<file path="src/rtl/divisor_restoring.sv">
// Sequential restoring shift-subtract divider: Q = A / B, R = A mod B, unsigned,
// one quotient bit per clock, START/END_DIV handshake.
module divisor_restoring #(
   parameter int unsigned size = 8
) (
   input  logic            CLOCK,
   input  logic            RESET,
   input  logic            START,
   input  logic [size-1:0] A,
   input  logic [size-1:0] B,
   output logic [size-1:0] Q,
   output logic [size-1:0] R,
   output logic            END_DIV,
   output logic            DIV_ZERO,
   output logic            BUSY
);

   localparam int unsigned CW = $clog2(size + 1);

   typedef enum logic [1:0] {IDLE, CALC, DONE} state_t;

   state_t          state_q, state_d;
   // Partial remainder kept at size bits: its top bit is always 0 between
   // iterations, only the shifted value needs the extra bit.
   logic [size-1:0] p_q, p_d;
   logic [size-1:0] qs_q, qs_d;
   logic [size-1:0] m_q, m_d;
   logic [CW-1:0]   cnt_q, cnt_d;
   logic [size-1:0] quo_q, quo_d;
   logic [size-1:0] rem_q, rem_d;
   logic            end_q, end_d;
   logic            dz_q, dz_d;

   logic [size:0]   p_sh;
   logic [size:0]   t;

   always_ff @(posedge CLOCK or negedge RESET) begin
      if (!RESET) begin
         state_q <= IDLE;
         p_q     <= '0;
         qs_q    <= '0;
         m_q     <= '0;
         cnt_q   <= '0;
         quo_q   <= '0;
         rem_q   <= '0;
         end_q   <= 1'b0;
         dz_q    <= 1'b0;
      end else begin
         state_q <= state_d;
         p_q     <= p_d;
         qs_q    <= qs_d;
         m_q     <= m_d;
         cnt_q   <= cnt_d;
         quo_q   <= quo_d;
         rem_q   <= rem_d;
         end_q   <= end_d;
         dz_q    <= dz_d;
      end
   end

   always_comb begin
      state_d = state_q;
      p_d     = p_q;
      qs_d    = qs_q;
      m_d     = m_q;
      cnt_d   = cnt_q;
      quo_d   = quo_q;
      rem_d   = rem_q;
      end_d   = 1'b0;
      dz_d    = dz_q;

      p_sh = {p_q, qs_q[size-1]};
      t    = p_sh - {1'b0, m_q};

      unique case (state_q)
         IDLE: begin
            if (START) begin
               p_d     = '0;
               qs_d    = A;
               m_d     = B;
               cnt_d   = CW'(size);
               state_d = CALC;
            end
         end
         CALC: begin
            // Negative trial difference restores the shifted remainder.
            if (t[size]) begin
               p_d = p_sh[size-1:0];
            end else begin
               p_d = t[size-1:0];
            end
            qs_d  = {qs_q[size-2:0], ~t[size]};
            cnt_d = cnt_q - CW'(1);
            if (cnt_q == CW'(1)) begin
               state_d = DONE;
            end
         end
         DONE: begin
            quo_d   = qs_q;
            rem_d   = p_q;
            dz_d    = (m_q == '0);
            end_d   = 1'b1;
            state_d = IDLE;
         end
         default: begin
            state_d = IDLE;
         end
      endcase
   end

   assign Q        = quo_q;
   assign R        = rem_q;
   assign END_DIV  = end_q;
   assign DIV_ZERO = dz_q;
   assign BUSY     = (state_q != IDLE);

endmodule

</file>
<file path="config.mk">
export PLATFORM = sky130hd
export DESIGN_NAME = divisor_restoring
export DESIGN_NICKNAME = d
export VERILOG_FILES = /design/src/rtl/divisor_restoring.sv
export SDC_FILE = /design/constraint.sdc
export NUM_CORES = 1
export LEC_CHECK = 0
export BUFFER_PORTS_ARGS = -buffer_cell sky130_fd_sc_hd__buf_2
export CELL_PAD_IN_SITES_DETAIL_PLACEMENT = 1
export CELL_PAD_IN_SITES_GLOBAL_PLACEMENT = 2
export CORE_ASPECT_RATIO = 0.6
export CORE_MARGIN = 4
export CORE_UTILIZATION = 36
export DETAILED_ROUTE_END_ITERATION = 7
export GPL_TIMING_DRIVEN = 0
export HOLD_SLACK_MARGIN = 0.03
export PLACE_DENSITY = 0.83
export SLEW_MARGIN = 20
export SYNTH_ARGS = -nofsm -noshare
export SYNTH_HDL_FRONTEND = slang
export SYNTH_SLANG_ARGS = --single-unit
</file>
<file path="constraint.sdc">
create_clock -name CLOCK -period 2.9 [get_ports CLOCK]
set_clock_uncertainty 0.05 [all_clocks]
set_input_delay 0.145 -clock CLOCK [delete_from_list [all_inputs] [get_ports CLOCK]]
set_output_delay 0.145 -clock CLOCK [all_outputs]
set_load 0.01 [all_outputs]
</file>
==> impl_metrics.toml <==
[outcome]
status = "completed"

[die]
dieArea_um2 = 7830
core-area_um2 = 6170
start_util_pct = 37.6
die_w_um = 112
rows = 22
boundaryPins = 38
die-height_um = 70.1

[route]
viasPerCell = 4.98
dr.pass1.iters = 4
ant_nets = 0
drtIter0Drc = 37
wirelength_um = 5720
wl_per_cell_um = 15.9
drc = 0
num_vias = 1789

[flow_run]
maxCapViolCount = 0

[placed_design]
dp_hpwl_um = 4100
port_buffers = 37
placed_area_um2 = 2610
dpl.cell_count = 335
place_congestion = 0.817

[global_route]
antenna_found_initial = 0
grt-ovfl-total = 0
grt_start_max_net_pins = 49
grt_util_all_layers_pct = 16.0
grt_pass1_vias = 1927
grt_first_pass_wirelength_um = 9910

[clock_network]
path_clk_slew_ns = 0.10
cts_root_buf = "clkbuf_8"
tritoncts = "yes"
htree_levels = 2
clkLatencyLatePin_ns = 0.31
clock_path_buffers = 2
cts.sinks = 48
ctsResizeCount = 0
post_cts_buffers = 0
cts_buffers = 5

[yosys]
ys_warn_count = 0
asyncSetResetFlopFracSynth_pct = 100
yosysSeqAreaShare_pct = 51.8
synth-edff-count = 0
yosys_register_bits = 48
synthesis.instances = 214
syn_area_um2 = 2320
synth_nets = 244
synth_cell_types = 39
synth-main-ff-cell = "dfrtp_1"
syn-mean-instance-area_um2 = 10.8

[setup_path]
path_max_fanout = 10
arrival_ns = 2.83
endpoint_kind = "flop"
critPathMaxStageDelay_ns = 0.40
critPathLaunchType = "flop"
worstPathCellList = "inv_1 -> ha_1 -> inv_1 -> fa_1 -> a21oi_1 -> o211ai_2 -> nand2_2 -> xor2_4 -> mux2_4 -> o21ai_2"
r2r_slack_ns = 0.27
worstSetupPathType = "flop to flop"
path_common_cell = "inv_1"
path_buf_inv = 2
cpMaxStageDelayCell = "xor2_4"
crit_required_ns = 3.10
crit_family = "adder cells"

[power_and_ir_drop]
p_int_mw = 2.19
pwr-share-seq_pct = 32.5
vdd.ir_drop.worst_uv = 551
pwr-share-comb_pct = 51.7
p_switching_mw = 1.55
switching_share_pct = 41.5
cellLeakagePower_nw = 1.33
p_per_area_nw_per_um2 = 1290
pwr-share-clk_pct = 15.8

[timing]
slew_headroom_pct = 53.0
fin_crit_sh_pct = 90.8
finalHoldViolCount = 0
max_freq_mhz = 380
worst_pin_slew_ns = 0.703
tns_ns = 0
finalCriticalPeriod_ns = 2.63
setup_violations = 0
rsz0062_at_grt = "false"
slew_violations = 0

[cells_and_area]
fillers = 710
nets = 304
final_layout_size_suffix_gt1_share_pct = 25.5
antenna_cells = 0
fin_area_um2 = 2910
instances_no_fill = 359
mostFrequentLayoutCells = "dfrtp_1, buf_2, nand2_1"
final_common_cell = "dfrtp_1"
area_delta_synth_final_pct = 25.5

[hold_path]
hp-class = "primary input to flop"
## registers in the layout (all words and copies together), names as in the netlist
signal	cells
DIV_ZERO	1
END_DIV	1
Q	8
R	8
cnt_q	4
m_q	8
p_q	8
qs_q	8
state_q	2
## synthesized netlist by cell type, types with 2 or more instances
master    count  area (µm²)
mux2i_1       6        60.1
nand2b_1      2        12.5
o21ai_0      17        85.1
mux2_2       15         169
o21ai_1       6        30.0
nor2_1        2        7.51
a21oi_1       4        20.0
xor2_1        4        35.0
xnor2_1       2        17.5
a22oi_1       7        52.6
a31oi_1       3        18.8
nand2_1      30         113
inv_1        15        56.3
ha_1         10         125
nor3_1        3        15.0
nand3_1       9        45.0
and2_1        2        12.5
nor2b_1       2        12.5
clkbuf_1      7        26.3
nor4_1        2        12.5
dfrtp_1      48        1200
## final cells by class
class                           count  area (µm²)  share of cell area (%)
Sequential cell                    48        1200                    41.3
Multi-Input combinational cell    142        1020                    35.0
Timing Repair Buffer               53         348                    12.0
Tap cell                           84         105                    3.61
Clock buffer                        5        68.8                    2.37
Clock inverter                      3        68.8                    2.37
Inverter                           15        56.3                    1.94
Buffer                              9        42.5                    1.46
## per-stage QoR
step | utilization [%] | hold WS (ns) | power (mW) | setup WS [ns]
floorplan | - | -0.201 | 2.61 | 0.577
global placement | 42.3 | 0.295 | 3.08 | 0.306
detailed placement | 42.3 | 0.305 | 3.14 | 0.303
CTS | 47.1 | 0.0404 | 3.77 | 0.271
global route | 47.2 | 0.0619 | 4.09 | 0.0808
finish | 47.2 | 0.0521 | 3.74 | 0.266
## power groups by stage
stage / logic (mW) / registers [mW] / clock network [mW]
5_1_grt: 2.19 / 1.26 / 0.634
3_3_place_gp: 1.87 / 1.21 / 0
4_1_cts: 1.95 / 1.22 / 0.603
3_5_place_dp: 1.92 / 1.23 / 0
2_1_floorplan: 1.41 / 1.20 / 0
6_report: 1.93 / 1.22 / 0.589
## worst register-to-register path, stage by stage, from the launching register on
cell,delay [ns]
dfrtp_1,0.37
inv_1,0.12
ha_1,0.19
inv_1,0.06
fa_1,0.39
a21oi_1,0.33
o211ai_2,0.12
nand2_2,0.12
xor2_4,0.40
mux2_4,0.34
o21ai_2,0.10
## logic make-up after synthesis
kind of cell               after synthesis  share of synthesized area (%)
muxes                                   22                           10.5
xor gates and xnor gates                 7                           3.46
DFF                                     48                           51.8
AOI/OAI and AO/OA                       45                           12.0
buffers and inverters                   24                           4.27
and+or+nand+nor                         57                           11.7
adders and majority gates               11                           6.26
## layer usage
metal	share of wire, %	global-route usage, %	up-vias
met1	53	23.4	900
met5	0	0	-
li1	-	-	861
met2	43	23.7	21
met3	3.0	3.64	7
met4	1.1	4.45	0
## timing repair
| action | 4_1_cts | 5_1_grt |
|---|---|---|
| hold buffers | 16 | 0 |
| endpoints found under the setup margin | 0 | 0 |
| hold endpoints to repair | 63 | 0 |
## path summary, 6_finish.rpt
kind                                            from  cells after the start                   end
worst max-delay path             qs_q[7]$_DFFE_PN0P_                     10    p_q[0]$_DFFE_PN0P_
max in group asynchronous                      RESET                      2   qs_q[7]$_DFFE_PN0P_
min in group asynchronous                      RESET                      2  cnt_q[0]$_DFFE_PN0P_
worst max register to register   qs_q[7]$_DFFE_PN0P_                     10    p_q[0]$_DFFE_PN0P_
worst min-delay path                            A[1]                      3   qs_q[1]$_DFFE_PN0P_
worst min register to register  DIV_ZERO$_DFFE_PN0P_                      2  DIV_ZERO$_DFFE_PN0P_
(Power assumes the default switching activity.)
